`config.mk`:
```
export PLATFORM = sky130hd
export DESIGN_NAME = alu_flat
export DESIGN_NICKNAME = d
export VERILOG_FILES = /design/src/rtl/alu_pkg.sv /design/src/rtl/alu_if.sv /design/src/rtl/alu_shifter.sv /design/src/rtl/alu.sv /design/src/flat_wrapper.sv
export SDC_FILE = /design/constraint.sdc
export NUM_CORES = 1
export LEC_CHECK = 0
export ABC_AREA = 1
export BUFFER_PORTS_ARGS = -buffer_cell sky130_fd_sc_hd__buf_2
export CELL_PAD_IN_SITES_DETAIL_PLACEMENT = 0
export CELL_PAD_IN_SITES_GLOBAL_PLACEMENT = 1
export CORE_ASPECT_RATIO = 0.8
export CORE_MARGIN = 4
export CORE_UTILIZATION = 37
export CTS_CLUSTER_SIZE = 28
export DETAILED_ROUTE_END_ITERATION = 8
export PLACE_DENSITY_LB_ADDON = 0.3
export RECOVER_POWER = 50
export SETUP_SLACK_MARGIN = 0.15
export SLEW_MARGIN = 20
export SYNTH_ARGS = -nofsm -noshare
export SYNTH_HDL_FRONTEND = slang
export SYNTH_HIERARCHICAL = 1
export SYNTH_SLANG_ARGS = --single-unit
```
`constraint.sdc`:
```
create_clock -name clk -period 0.8 [get_ports clk]
set_input_delay 0.16 -clock clk [delete_from_list [all_inputs] [get_ports clk]]
set_output_delay 0.16 -clock clk [all_outputs]
set_load 0.02 [all_outputs]
```
`src/rtl/alu_pkg.sv`:
```
`default_nettype none
// ============================================================================
//  Module      : alu_pkg
//  Description : Shared widths, opcode encoding and shifter mode encoding
//                for the registered 8-bit datapath ALU.
//  Contents    : REG_WIDTH, OP_WIDTH, alu_op_t, shift_kind_t
//  Revision    : 1.0  initial release
// ============================================================================
package alu_pkg;

  localparam int REG_WIDTH = 8;
  localparam int OP_WIDTH  = 3;

  typedef enum logic [OP_WIDTH-1:0] {
    OP_ADD = 3'd0,
    OP_SUB = 3'd1,
    OP_SLL = 3'd2,
    OP_SRL = 3'd3,
    OP_SRA = 3'd4,
    OP_AND = 3'd5,
    OP_XOR = 3'd6,
    OP_BEQ = 3'd7
  } alu_op_t;

  typedef enum logic [1:0] {
    SH_LEFT = 2'd0,
    SH_SRL  = 2'd1,
    SH_SRA  = 2'd2
  } shift_kind_t;

endpackage
`default_nettype wire

```
`src/rtl/alu_if.sv`:
```
`default_nettype none
// ============================================================================
//  Module      : alu_if
//  Description : Operand/opcode inputs and registered result outputs of the
//                ALU, bundled for connection between the register-file read
//                side (master) and the ALU (slave).
//  Signals     : ra_in, rb_in  operands A and B
//                op            operation select
//                res_out       primary result
//                car_out       carry/borrow or shifted-out bits
//                zero          result-is-zero flag
//                jump          branch-taken flag
//  Revision    : 1.0  initial release
// ============================================================================
interface alu_if #(
  parameter int REG_W = alu_pkg::REG_WIDTH,
  parameter int OP_W  = alu_pkg::OP_WIDTH
);

  logic [REG_W-1:0] ra_in;
  logic [REG_W-1:0] rb_in;
  logic [OP_W-1:0]  op;
  logic [REG_W-1:0] res_out;
  logic [REG_W-1:0] car_out;
  logic             zero;
  logic             jump;

  modport master (
    output ra_in, rb_in, op,
    input  res_out, car_out, zero, jump
  );

  modport slave (
    input  ra_in, rb_in, op,
    output res_out, car_out, zero, jump
  );

endinterface
`default_nettype wire

```
`src/rtl/alu_shifter.sv`:
```
`default_nettype none
// ============================================================================
//  Module      : alu_shifter
//  Description : Combinational 2W-bit barrel shifter. The operand is placed
//                in the half of a 2W-bit word that keeps the shifted-out
//                bits in the other half, so the caller gets {car, res}
//                directly. Shift amount saturates at 2W.
//  Ports       : data    operand (W bits)
//                amount  unsigned shift amount (W bits)
//                kind    left / logical right / arithmetic right
//                word    {car, res} (2W bits)
//  Revision    : 1.0  initial release
// ============================================================================
module alu_shifter
  import alu_pkg::*;
#(
  parameter int REG_W = REG_WIDTH
) (
  input  logic [REG_W-1:0]   data,
  input  logic [REG_W-1:0]   amount,
  input  shift_kind_t        kind,
  output logic [2*REG_W-1:0] word
);

  localparam int SPAN = 2 * REG_W;
  localparam int SW   = $clog2(SPAN + 1);
  // Compare in a width wide enough for both the raw amount and SPAN.
  localparam int AW   = (REG_W > SW) ? REG_W : SW;

  logic [AW-1:0] amount_ext;
  logic [SW-1:0] amt;

  assign amount_ext = AW'(amount);
  assign amt        = (amount_ext >= AW'(SPAN)) ? SW'(SPAN) : SW'(amount_ext);

  always_comb begin
    word = '0;
    case (kind)
      SH_LEFT: word = {{REG_W{1'b0}}, data} << amt;
      SH_SRL:  word = {data, {REG_W{1'b0}}} >> amt;
      // A shift by the full 2W width fills the word with the sign bit.
      SH_SRA:  word = $signed({data, {REG_W{1'b0}}}) >>> amt;
      default: word = '0;
    endcase
  end

endmodule
`default_nettype wire

```
`src/rtl/alu.sv`:
```
`default_nettype none
// ============================================================================
//  Module      : alu
//  Description : Registered arithmetic/logic unit of the CPU datapath.
//                One-cycle latency, one operation per cycle, no handshake.
//  Ports       : clk    rising-edge clock
//                reset  asynchronous active-high reset, clears all outputs
//                bus    alu_if.slave: ra_in, rb_in, op in;
//                       res_out, car_out, zero, jump out (all registered)
//  Revision    : 1.0  initial release
// ============================================================================
module alu
  import alu_pkg::*;
#(
  parameter int REG_W = REG_WIDTH
) (
  input  logic  clk,
  input  logic  reset,
  alu_if.slave  bus
);

  alu_op_t            opc;
  logic [REG_W:0]     sum;
  logic [REG_W:0]     diff;
  logic               borrow;
  shift_kind_t        kind;
  logic [2*REG_W-1:0] shifted;
  logic [REG_W-1:0]   res_nxt;
  logic [REG_W-1:0]   car_nxt;
  logic               jump_nxt;

  assign opc    = alu_op_t'(bus.op);
  assign sum    = {1'b0, bus.ra_in} + {1'b0, bus.rb_in};
  // Zero-extended subtract: the extra top bit is set exactly when ra < rb.
  assign diff   = {1'b0, bus.ra_in} - {1'b0, bus.rb_in};
  assign borrow = diff[REG_W];

  always_comb begin
    kind = SH_SRL;
    case (opc)
      OP_SLL:  kind = SH_LEFT;
      OP_SRA:  kind = SH_SRA;
      default: kind = SH_SRL;
    endcase
  end

  alu_shifter #(
    .REG_W (REG_W)
  ) u_shifter (
    .data   (bus.ra_in),
    .amount (bus.rb_in),
    .kind   (kind),
    .word   (shifted)
  );

  always_comb begin
    res_nxt  = '0;
    car_nxt  = '0;
    jump_nxt = 1'b0;
    case (opc)
      OP_ADD: begin
        res_nxt = sum[REG_W-1:0];
        car_nxt = REG_W'(sum[REG_W]);
      end
      OP_SUB: begin
        res_nxt = diff[REG_W-1:0];
        car_nxt = REG_W'(borrow);
      end
      OP_SLL: begin
        res_nxt = shifted[REG_W-1:0];
        car_nxt = shifted[2*REG_W-1:REG_W];
      end
      // Right shifts keep the result in the upper half of the word.
      OP_SRL, OP_SRA: begin
        res_nxt = shifted[2*REG_W-1:REG_W];
        car_nxt = shifted[REG_W-1:0];
      end
      OP_AND: res_nxt = bus.ra_in & bus.rb_in;
      OP_XOR: res_nxt = bus.ra_in ^ bus.rb_in;
      OP_BEQ: begin
        res_nxt  = diff[REG_W-1:0];
        car_nxt  = REG_W'(borrow);
        jump_nxt = (bus.ra_in == bus.rb_in);
      end
      default: ;
    endcase
  end

  always_ff @(posedge clk or posedge reset) begin
    if (reset) begin
      bus.res_out <= '0;
      bus.car_out <= '0;
      bus.zero    <= 1'b0;
      bus.jump    <= 1'b0;
    end else begin
      bus.res_out <= res_nxt;
      bus.car_out <= car_nxt;
      bus.zero    <= (res_nxt == '0);
      bus.jump    <= jump_nxt;
    end
  end

endmodule
`default_nettype wire

```
`src/flat_wrapper.sv`:
```
// flat-port wrapper written by rule: the top's interface ports become plain ports
module alu_flat import alu_pkg::*;
#(
  parameter int REG_W = REG_WIDTH
)
  (clk, reset, bus_ra_in, bus_rb_in, bus_op, bus_res_out, bus_car_out, bus_zero, bus_jump);
  alu_if #(.REG_W(REG_W)) bus_i ();
  input  logic clk;
  input  logic reset;
  input wire logic [$bits(bus_i.ra_in)-1:0] bus_ra_in;
  input wire logic [$bits(bus_i.rb_in)-1:0] bus_rb_in;
  input wire logic [$bits(bus_i.op)-1:0] bus_op;
  output wire logic [$bits(bus_i.res_out)-1:0] bus_res_out;
  output wire logic [$bits(bus_i.car_out)-1:0] bus_car_out;
  output wire logic [$bits(bus_i.zero)-1:0] bus_zero;
  output wire logic [$bits(bus_i.jump)-1:0] bus_jump;
  assign bus_i.ra_in = bus_ra_in;
  assign bus_i.rb_in = bus_rb_in;
  assign bus_i.op = bus_op;
  assign bus_res_out = bus_i.res_out;
  assign bus_car_out = bus_i.car_out;
  assign bus_zero = bus_i.zero;
  assign bus_jump = bus_i.jump;
  alu #(.REG_W(REG_W)) u_core (.clk(clk), .reset(reset), .bus(bus_i));
endmodule
```
# Word level (Yosys, flattened, before mapping)
# Index checks and enable logic that the tools add are counted.
[word_totals]
out_inout_bits = 18
reg_bits = 18
elab_cells = 33
in_bits = 21
[classes]
shift = 3
bitwise = 2
eq_ne = 10
magnitude_cmp = 1
add_sub_neg = 2
n_reduce_logical = 5
muxes = 6
[op_table]
columns = ["operator", "n"]
rows = [
  ["16-bit case mux with 3 select lines", 1],
  ["8-bit case mux with 6 select lines", 1],
  ["8-bit case mux with 4 select lines", 1],
  ["8-bit by 5-bit left shift with 16-bit output", 1],
  ["16-bit by 5-bit >> shifter with 16-bit output", 1],
  ["16-bit by 5-bit >>> shifter with 16-bit output", 1],
  ["3-bit equality test (second input constant)", 4],
  ["8-bit by 8-bit adder with 9-bit output", 1],
  ["8-bit by 8-bit subtractor with 9-bit output", 1],
  ["8-bit bitwise AND", 1],
  ["8-bit equality test", 1],
  ["8-bit by 5-bit >= comparator with 1-bit output (second input constant)", 1],
  ["8-bit zero test", 1],
  ["8-bit bitwise XOR", 1],
  ["3-bit by 2-bit equality test with 1-bit output (second input constant)", 2],
  ["5-bit two-way mux", 1],
  ["2-bit case mux with 2 select lines", 1],
  ["2-bit OR reduction", 2],
  ["3-bit by 1-bit equality test with 1-bit output (second input constant)", 1],
  ["3-bit zero test", 1],
  ["2-bit by 1-bit equality test with 1-bit output (second input constant)", 1],
  ["2-bit equality test (second input constant)", 1],
  ["2-bit zero test", 1],
  ["1-bit two-way mux", 1],
]

# Logic depth before layout (Yosys ltp)
# Gate-level depths: netlist (run 1).
[depth]
word_depth = 6
depth_mapped = 22
ltp_nobuf = 21

# Hierarchy
# Netlist (run 1), hierarchy kept.
[by_module_without_submodules]
columns = ["mod", "instances", "cells_per_inst", "seq_area_each_um2", "area_per_inst_um2"]
rows = [
  ["alu", 1, 297, 450.4, 1840.5],
  ["alu_shifter", 1, 313, 0.0, 1584.0],
]

# Least setup slack after synthesis (run 1)
# No wires, ideal clock.
[synth_timing]
kind = "input to register"
start = "input port bus_rb_in[7]"
end = "register u_core.bus.zero"
stages = 22
slack_ns = -1.157
arrival_ns = 1.886
setup_time_ns = 0.071
path_cell_list = "nor2_4 -> nand2_8 -> nor2_8 -> buf_12 -> nand2_4 -> nand2_1 -> nand2_1 -> nand2_1 -> nand2_2 -> nand2_2 -> nand2_1 -> nand2_1 -> nand3_1 -> nand4_1 -> nand2_1 -> nor2_1 -> nand2_1 -> nand2_1 -> nand2_1 -> nor2_1 -> nand3_1 -> nor2_1"
[synth_between]
elab_chain_cells = 6
[synth_rtl]
columns = ["element", "line_no", "rtl"]
rows = [
  ["from (decl)", "flat_wrapper.sv:11", "input wire logic [$bits(bus_i.rb_in)-1:0] bus_rb_in;"],
  ["8-bit by 5-bit >= comparator with 1-bit output *", "alu_shifter.sv:34", "assign amt = (amount_ext >= AW'(SPAN)) ? SW'(SPAN) : SW'(amount_ext);"],
  ["5-bit two-way mux *", "alu_shifter.sv:34", ""],
  ["16-bit by 5-bit >>> shifter with 16-bit output (tied with other cells)", "alu_shifter.sv:42", "SH_SRA: word = $signed({data, {REG_W{1'b0}}}) >>> amt;"],
  ["16-bit case mux with 3 select lines *", "alu_shifter.sv:38", "case (kind)"],
  ["via u_core.shifted[1]", "alu.sv:27", "logic [2*REG_W-1:0] shifted;"],
  ["8-bit case mux with 6 select lines *", "alu.sv:60", "case (opc)"],
  ["8-bit zero test *", "alu.sv:98", "bus.zero <= (res_nxt == '0);"],
  ["to (signal assigned)", "alu.sv:98", ""],
  ["to (decl)", "alu_if.sv:35", "output res_out, car_out, zero, jump"],
]
# Mark *: on every way through the listed nets, which the timed path passes. The rest lies on a longest branch.

# Worst setup path in the final report (run 1)
[layout_timing]
start = "input port bus_rb_in[4]"
end = "register u_core.bus.zero"
[layout_between]
elab_chain_cells = 6
[layout_rtl]
columns = ["element", "line_no"]
rows = [
  ["8-bit by 5-bit >= comparator with 1-bit output", "alu_shifter.sv:34"],
  ["5-bit two-way mux *", "alu_shifter.sv:34"],
  ["16-bit by 5-bit >>> shifter with 16-bit output (tied with other cells)", "alu_shifter.sv:42"],
  ["16-bit case mux with 3 select lines *", "alu_shifter.sv:38"],
  ["via u_core.shifted[1]", "alu.sv:27"],
  ["8-bit case mux with 6 select lines *", "alu.sv:60"],
  ["8-bit zero test *", "alu.sv:98"],
]
# Marks and branches as above.

==> results of run 1 <==
-- per-layer routing --
layer	global-route usage	part of all wire	vias up
li1	-	-	2370
met1	0.459	0.47	2353
met2	0.429	0.41	230
met3	0.0773	0.11	23
met4	0.0381	0.012	0
met5	0	0	-
-- area by class of cell --
cell class | count | area (sq um)
clock buffers | 4 | 88.8
inverters | 94 | 375
fillers | 830 | 2990
multi-input cells | 482 | 3170
repair buffers | 213 | 1810
flip-flops and latches | 18 | 450
well taps | 115 | 144
-- critical path, cell delays in order --
cell	delay (ps)
buf_8	100
nor2_4	120
buf_12	140
nand2_8	80
nor2_8	170
buf_6	130
nand2_4	50
nand3_4	110
o211ai_1	140
nand2_1	90
nand2_1	50
nand2_1	70
nand3_2	110
nand4_1	120
nand2_1	60
nor2_1	110
nand2_1	70
nand2_2	80
nand2_2	50
nor2_1	100
nand3_1	70
nor2_1	80
-- cell families (layout without fill, tap and decap cells) --
group / Yosys count / after routing
AOI/OAI and AO/OA: 53 / 53
adders and majority gates: 19 / 19
buffers and inverters: 111 / 311
DFF: 18 / 18
and+or+nand+nor: 409 / 410
-- power groups by stage --
stage               clock [uW]  combinational, uW  sequential (uW)
CTS                       1110               2720             1020
global route              1160               3160             1020
floorplan                    0               1100             1110
detailed placement           0               2310             1020
global placement             0               2310             1010
finish                    1120               2930             1020
-- flip-flops by register name, summed over array words and instances (netlist names) --
| register | flops |
|---|---|
| u_core/bus.car_out | 8 |
| u_core/bus.res_out | 8 |
| u_core/bus.jump | 1 |
| u_core/bus.zero | 1 |
-- layout by cell type (no fill, tap or decap), types with 7 or more instances in the layout --
master | synthesis | final
nand2_1 | 201 | 167
buf_4 | 1 | 144
inv_1 | 86 | 73
nand3_1 | 105 | 70
buf_6 | 2 | 44
nor2_1 | 46 | 37
nand3_2 | 8 | 34
nand2_2 | 12 | 32
dfrtp_1 | 18 | 18
nand2_4 | 4 | 17
buf_2 | 11 | 16
inv_2 | 6 | 15
nand4_1 | 15 | 15
nand3_4 | 2 | 12
ha_1 | 17 | 10
nor2_2 | 4 | 9
a21oi_1 | 15 | 9
o21ai_0 | 15 | 9
nor2_4 | 3 | 7
o211ai_1 | 7 | 7
o21ai_2 | 0 | 7
ha_4 | 0 | 7
-- per-stage QoR --
| stage | cell area (sq um) | utilization | instances | setup slack [ps] | hold slack (ps) |
|---|---|---|---|---|---|
| after detailed placement | 4880 | 0.540 | 897 | -1650 | 185 |
| after global routing | 6040 | 0.669 | 926 | -1390 | 58.3 |
| after global placement | 4880 | 0.540 | 897 | -1580 | 177 |
| after floorplan | 3520 | - | 610 | -1160 | 98.6 |
| after CTS | 5700 | 0.631 | 918 | -1200 | -78.8 |
| final | 6040 | 0.669 | 926 | -1290 | -13.9 |
-- how the worst max path moves through the flow --
stage	from	to
after floorplan	bus_rb_in[7]	u_core/bus.zero
after global placement	bus_rb_in[4]	u_core/bus.zero
after detailed placement	bus_rb_in[7]	u_core/bus.zero
after CTS	bus_rb_in[6]	u_core/bus.zero
after global routing	bus_rb_in[4]	u_core/bus.zero
final	bus_rb_in[4]	u_core/bus.zero
-- timing repair --
action	CTS	global route
gates resized for setup	160	62
cloned	1	0
pin swaps	49	43
endpoints found under the hold margin	18	18
setup buffers	16	8
setup endpoints to repair	36	36
==> flow_summary.json, run 1 <==
{
  "synth_cell_type_count": 37,
  "seq_power_share": 0.201,
  "cp_max_fo": 6,
  "slew_headroom": 0.699,
  "setup_tns_ps": -21210,
  "grt_overflow_total": 0,
  "clock-sinks": 18,
  "ys.flop_type": "dfrtp_1",
  "p_clk_frac": 0.221,
  "clock_path_buffers": 2,
  "finalSetupViolations": 36,
  "hp-class": "primary input to async pin",
  "drc_errors": 0,
  "antenna_cells": 0,
  "cp.required_ps": 990,
  "finalCritPeriodShare": 2.61,
  "fmax_mhz": 479,
  "drive_gt1_frac": 0.469,
  "firstDrtPassIters": 7,
  "clk_pin_slew_ps": 50,
  "port-buffer-count": 38,
  "synth-seq-cells": 18,
  "synth_xor_area_frac": 0,
  "cts_made_buffers": 3,
  "ios": 39,
  "syn_inst": 610,
  "postRouteAntennaNets": 0,
  "htreeDepth": 1,
  "cp-end-kind": "register",
  "grt_usage": 0.301,
  "synth_area_sq_um": 3420,
  "gp_congestion": 0.964,
  "coreArea_sq_um": 9040,
  "vias": 4976,
  "p_comb_frac": 0.578,
  "die_h_um": 94.1,
  "die_w_um": 116,
  "switchingPower_uw": 2020,
  "p_sw_frac": 0.398,
  "grt_max_degree": 19,
  "antenna_found_initial": 0,
  "setup_ws_ps": -1290,
  "rsz0062_at_grt": "true",
  "grt_pass1_wl_um": 25200,
  "areaGrowthSynthToFinish_pct": 76.5,
  "final_nets": 852,
  "layout_min_cycle_time_ps": 2090,
  "viasPerCell": 5.37,
  "internal-power_uw": 3050,
  "synth_mux_area_frac": 0,
  "status": "finished, violations left",
  "finalHoldViolCount": 18,
  "yosysMostFrequentCell": "nand2_1",
  "yosys_warnings": 6,
  "synth_top_family_by_area": "simple AND/OR/NAND/NOR gates",
  "yosys-top-cells-area": "nand2_1 (22%), nand3_1 (15%), dfrtp_1 (13%), inv_1 (9.4%), ha_1 (6.2%)",
  "violations": "negative hold slack, negative setup slack",
  "wl_um": 16400,
  "startpoint_type": "primary input",
  "ys_seq_area_frac": 0.132,
  "slew_violations": 0,
  "synth-edff-count": 0,
  "synth-compound-area-share": 0.0913,
  "synth.avg_cell_area_sq_um": 5.61,
  "drt_first_iter_violations": 545,
  "postSynth.asyncResetShare": 1.00,
  "holdWs_ps": -13.9,
  "synth_top_area_share": 0.220,
  "cap_violations": 0,
  "grt_pass1_vias": 4731,
  "syn_nets": 650,
  "worst_ep_arrival_time_ps": 2270,
  "rows": 31,
  "cts_tree": "done",
  "p_leak_uw": 0.00323,
  "tightest_slew_ps": 452,
  "power.density_nw_per_um2": 839,
  "avgRoutedWirePerCell_um": 17.7,
  "peakVddDrop_mv": 1.16,
  "total_power_uw": 5070,
  "dpl.hpwl_um": 12900,
  "synth_top_area_cell": "nand2_1",
  "yosys-top-cells-count": "nand2_1 (201), nand3_1 (105), inv_1 (86)",
  "root_buffer": "clkbuf_16",
  "synth-adder-area-share": 0.0738,
  "crit_type": "primary input to register",
  "start_util": 0.379,
  "yosys.area_share.simple": 0.567,
  "die-area_sq_um": 10900
}
(Power assumes the default switching activity.)
==> run 2, diff against run 1 <==
--- a/config.mk
+++ b/config.mk
@@ -17,6 +17,7 @@
 export PLACE_DENSITY_LB_ADDON = 0.3
 export RECOVER_POWER = 50
 export SETUP_SLACK_MARGIN = 0.15
+export SKIP_CTS_REPAIR_TIMING = 1
 export SLEW_MARGIN = 20
 export SYNTH_ARGS = -nofsm -noshare
 export SYNTH_HDL_FRONTEND = slang
==> flow_summary.json, run 2 (synthesis results as in run 1) <==
{
  "status": "finished, violations left",
  "violations": "negative hold slack, negative setup slack",
  "worst-path-stages": 21,
  "ios": 39,
  "avgRoutedWirePerCell_um": 18.2,
  "drc_errors": 0,
  "final_cell_area_sq_um": 5980,
  "cp-end-kind": "register",
  "coreArea_sq_um": 9040,
  "multi_input_area_sq_um": 3100,
  "layout_min_cycle_time_ps": 2080,
  "dpl.hpwl_um": 12900,
  "die-area_sq_um": 10900,
  "fill_cells": 840,
  "crit_family": "simple AND/OR/NAND/NOR gates",
  "crit_path_frequent_cell": "nand3_1",
  "clk_pin_slew_ps": 50,
  "root_buffer": "clkbuf_16",
  "p_leak_uw": 0.00322,
  "power.density_nw_per_um2": 839,
  "drive_gt1_frac": 0.462,
  "startpoint_type": "primary input",
  "largestRegisters": "u_core/bus.car_out x8, u_core/bus.res_out x8",
  "rsz0062_at_grt": "true",
  "die_h_um": 94.1,
  "crit_type": "primary input to register",
  "antenna_cells": 0,
  "holdWs_ps": -11.6,
  "vias": 5026,
  "hp-class": "primary input to async pin",
  "cts_tree": "done",
  "clock_path_buffers": 2,
  "gp_congestion": 0.964,
  "grt_usage": 0.286,
  "port-buffer-count": 38,
  "register_area_sq_um": 450,
  "slew_violations": 0,
  "htreeDepth": 1,
  "grt_pass1_wl_um": 23900,
  "worst_ep_arrival_time_ps": 2260,
  "cp_max_fo": 6,
  "path_buf_inv": 4,
  "critical_path.slowest_cell": "o21ai_2",
  "die_w_um": 116,
  "rows": 31,
  "postRouteAntennaNets": 0,
  "cp.required_ps": 980,
  "grt_overflow_total": 0,
  "tightest_slew_ps": 447,
  "clock-sinks": 18,
  "areaGrowthSynthToFinish_pct": 74.5,
  "cts_made_buffers": 3,
  "layout_common_cells": "nand2_1 (167), buf_4 (144), inv_1 (76)",
  "final_common_cell": "nand2_1",
  "finalSetupViolations": 36,
  "firstDrtPassIters": 5,
  "crit_chain": "buf_8, nor2_4, buf_12, nand2_8, nor2_8, buf_8, buf_6, nand2_8, nand2_4, nand2_4, and2_4, nor2_2, o21ai_2, nand2_2, nand2_1, nand3_1, nor2_1, nand3_1, nor2_2, nand3_1, nor2_1",
  "fin_cells": 925,
  "viasPerCell": 5.43,
  "drt_first_iter_violations": 445,
  "dp.cells": 897,
  "wl_um": 16800,
  "slew_headroom": 0.702,
  "grt_pass1_vias": 4444,
  "antenna_found_initial": 0,
  "start_util": 0.379,
  "finalHoldViolCount": 18,
  "final_nets": 851,
  "max_stage_delay_ps": 170,
  "dpl_cell_area_sq_um": 4880,
  "setup_ws_ps": -1280,
  "fmax_mhz": 481,
  "grt_max_degree": 19,
  "cap_violations": 0,
  "peakVddDrop_mv": 1.14,
  "finalCritPeriodShare": 2.60
}
==> run 2: cell count changes in the layout (fill, tap and decap cells not counted), moves of 2 or more <==
cell	change
nand3_4	-6
nand3_2	+3
nand3_1	+3
inv_1	+3
inv_2	-2
buf_2	-2
buf_6	-2
inv_4	-2
==> run 2: worst min-delay path: stages <==
cell,delay [ps]
buf_2,90
inv_1,40
clkbuf_2,380
==> run 2: layout make-up <==
| cell class | instances | share of cell area |
|---|---|---|
| Sequential cell | 18 | 0.0754 |
| Clock buffer | 4 | 0.0149 |
| Inverter | 94 | 0.0632 |
| Timing Repair Buffer | 212 | 0.303 |
| Multi-Input combinational cell | 482 | 0.519 |
| Tap cell | 115 | 0.0241 |
==> run 2: through the flow <==
stage / setup slack (ps) / power, uW / util / TNS, ps
after floorplan: -1160 / 2210 / - / -14570
after global placement: -1580 / 3320 / 0.540 / -23610
after detailed placement: -1650 / 3330 / 0.540 / -23800
after CTS: -1400 / 4440 / 0.550 / -21780
after global routing: -1360 / 5290 / 0.661 / -22250
final: -1280 / 5020 / 0.661 / -20560
==> run 2: path summary, 6_finish.rpt <==
check / slack, ps / end / startpoint
min in group clk: 420 / u_core/bus.car_out[7] / bus_op[1]
hold / removal: -10 / u_core/bus.res_out[0] / reset
max in group asynchronous: 500 / u_core/bus.res_out[3] / reset
setup / recovery: -1280 / u_core/bus.zero / bus_rb_in[6]
==> run 2: layer usage <==
layer	up-vias	wire (um)	global-route usage
li1	2369	-	-
met1	2350	7680	0.451
met2	283	6970	0.394
met3	24	1910	0.0708
met4	0	263	0.0332
met5	-	0	0
==> run 2: power by group <==
group / internal (uW) / total, uW / switching, uW / leakage (uW)
clock: 761 / 1100 / 340 / 0.0000442
sequential: 982 / 1020 / 36.3 / 0.000241
combinational: 1280 / 2900 / 1620 / 0.00294
==> run 3, diff against run 2 <==
--- a/config.mk
+++ b/config.mk
@@ -11,11 +11,13 @@
 export CELL_PAD_IN_SITES_GLOBAL_PLACEMENT = 1
 export CORE_ASPECT_RATIO = 0.8
 export CORE_MARGIN = 4
-export CORE_UTILIZATION = 37
+export CORE_UTILIZATION = 38
+export CTS_BUF_LIST = sky130_fd_sc_hd__clkbuf_8
 export CTS_CLUSTER_SIZE = 28
 export DETAILED_ROUTE_END_ITERATION = 8
 export PLACE_DENSITY_LB_ADDON = 0.3
 export RECOVER_POWER = 50
+export REMOVE_ABC_BUFFERS = 1
 export SETUP_SLACK_MARGIN = 0.15
 export SKIP_CTS_REPAIR_TIMING = 1
 export SLEW_MARGIN = 20
==> flow_summary.json, run 3 (synthesis results as in run 1) <==
{
  "status": "finished, violations left",
  "violations": "negative hold slack, negative setup slack",
  "holdWs_ps": -27.5,
  "clock-sinks": 18,
  "vias": 4949,
  "drive_gt1_frac": 0.498,
  "finalSetupViolations": 36,
  "cts_tree": "done",
  "viasPerCell": 5.39,
  "dpl.hpwl_um": 12800,
  "hp-class": "primary input to async pin",
  "worst_ep_arrival_time_ps": 2220,
  "layout_min_cycle_time_ps": 2020,
  "postRouteAntennaNets": 0,
  "fmax_mhz": 494,
  "root_buffer": "clkbuf_8",
  "power.density_nw_per_um2": 783,
  "largestRegisters": "u_core/bus.car_out x8, u_core/bus.res_out x8",
  "grt_util_met1": 0.451,
  "cp_max_fo": 6,
  "grt_overflow_total": 0,
  "port-buffer-count": 38,
  "post-route-util": 0.691,
  "slew_headroom": 0.700,
  "slew_violations": 0,
  "gp_congestion": 0.966,
  "antenna_cells": 0,
  "cp.required_ps": 1000,
  "dpl_cell_area_sq_um": 4830,
  "setup_ws_ps": -1220,
  "layout_common_cells": "nand2_1 (155), buf_4 (142), inv_1 (68)",
  "clock_path_buffers": 2,
  "cts_made_buffers": 3,
  "register_area_sq_um": 450,
  "p_comb_frac": 0.616,
  "switchingPower_uw": 1990,
  "final_nets": 847,
  "die_h_um": 92.9,
  "ios": 39,
  "met3_usage": 0.0732,
  "fill_cells": 762,
  "die_w_um": 114,
  "grt_pass1_wl_um": 23500,
  "finalHoldViolCount": 18,
  "rows": 30,
  "use_met2": 0.391,
  "wl_um": 16600,
  "die-area_sq_um": 10600,
  "tightest_slew_ps": 450,
  "avgRoutedWirePerCell_um": 18.0,
  "p_sw_frac": 0.426,
  "drc_errors": 0,
  "cap_violations": 0,
  "final_cell_area_sq_um": 5960,
  "firstDrtPassIters": 5,
  "busiest_layer": "met1",
  "htreeDepth": 1,
  "internal-power_uw": 2680,
  "grt_usage": 0.285,
  "seq_power_share": 0.218,
  "rsz0062_at_grt": "true",
  "cp-end-kind": "register",
  "final_common_cell": "nand2_1",
  "finalCritPeriodShare": 2.53,
  "grt_pass1_vias": 4432,
  "p_leak_uw": 0.00319,
  "start_util": 0.397,
  "grt_max_degree": 19,
  "clk_pin_slew_ps": 80,
  "peakVddDrop_mv": 0.772,
  "coreArea_sq_um": 8630,
  "p_clk_frac": 0.166,
  "startpoint_type": "primary input",
  "areaGrowthSynthToFinish_pct": 74.1,
  "drt_first_iter_violations": 531,
  "multi_input_area_sq_um": 3190,
  "antenna_found_initial": 0,
  "crit_type": "primary input to register",
  "pre_cts_ws_ps": -1610
}
==> run 3: changes by cell type in the layout (fill, tap and decap cells not counted), moves of 4 or more <==
cell / before / now
nand2_1: 167 / 155
clkbuf_16: 4 / 0
inv_1: 76 / 68
inv_2: 13 / 23
nor2_1: 37 / 30
nand2_2: 32 / 43
nor2_2: 10 / 17
nand3_2: 37 / 43
nand3_1: 73 / 65
==> run 3: stage by stage <==
| stage | TNS (ps) | power (uW) | cells |
|---|---|---|---|
| 2_1_floorplan | -18110 | 2120 | 593 |
| 3_3_place_gp | -23680 | 3260 | 895 |
| 3_5_place_dp | -23970 | 3260 | 895 |
| 4_1_cts | -21950 | 4060 | 899 |
| 5_1_grt | -22390 | 4940 | 918 |
| 6_report | -20180 | 4670 | 918 |
==> run 3: worst max path at each step <==
| stage | startpoint | cells past startpoint | slack (ps) | endpoint |
|---|---|---|---|---|
| after floorplan | bus_rb_in[7] | 16 | -1350 | u_core/bus.zero |
| after global placement | bus_op[0] | 19 | -1580 | u_core/bus.zero |
| after detailed placement | bus_rb_in[4] | 19 | -1610 | u_core/bus.zero |
| after CTS | bus_rb_in[4] | 19 | -1330 | u_core/bus.zero |
| after global routing | bus_rb_in[5] | 23 | -1360 | u_core/bus.zero |
| final | bus_rb_in[6] | 19 | -1220 | u_core/bus.zero |
==> run 3: worst max-delay path, cell delays in order <==
cell and delay, ps:
buf_6 100, nor2_4 190, buf_12 150, nand3_2 150, nand2_1 210, nand3_2 150, nand2_2 110, nand2_1 50
nand2_1 70, nand2_1 60, nand3_2 60, nand3_2 100, inv_2 80, nor2_1 50, nor3_2 190, nand2_1 80
nand2_2 70, nand3_1 80, nor2_1 100
==> run 3: final cells by class <==
cell class                      count  area share
Clock buffer                        4     0.00923
Inverter                           94      0.0604
Multi-Input combinational cell    482       0.534
Sequential cell                    18      0.0756
Tap cell                          112      0.0235
Timing Repair Buffer              207       0.295
Timing Repair inverter              1     0.00147
==> run 3: per-layer routing <==
metal  vias to the layer above  wire length (um)
met5                         -                 0
met4                         0               154
met3                        12              1770
met2                       232              6960
met1                      2337              7690
li1                       2368                 -
==> run 3: power by group through the flow <==
stage / sequential [uW] / clock, uW / combinational, uW
floorplan: 1110 / 0 / 1010
global route: 1020 / 845 / 3080
CTS: 996 / 805 / 2260
finish: 1020 / 775 / 2880
global placement: 1010 / 0 / 2250
detailed placement: 1010 / 0 / 2250
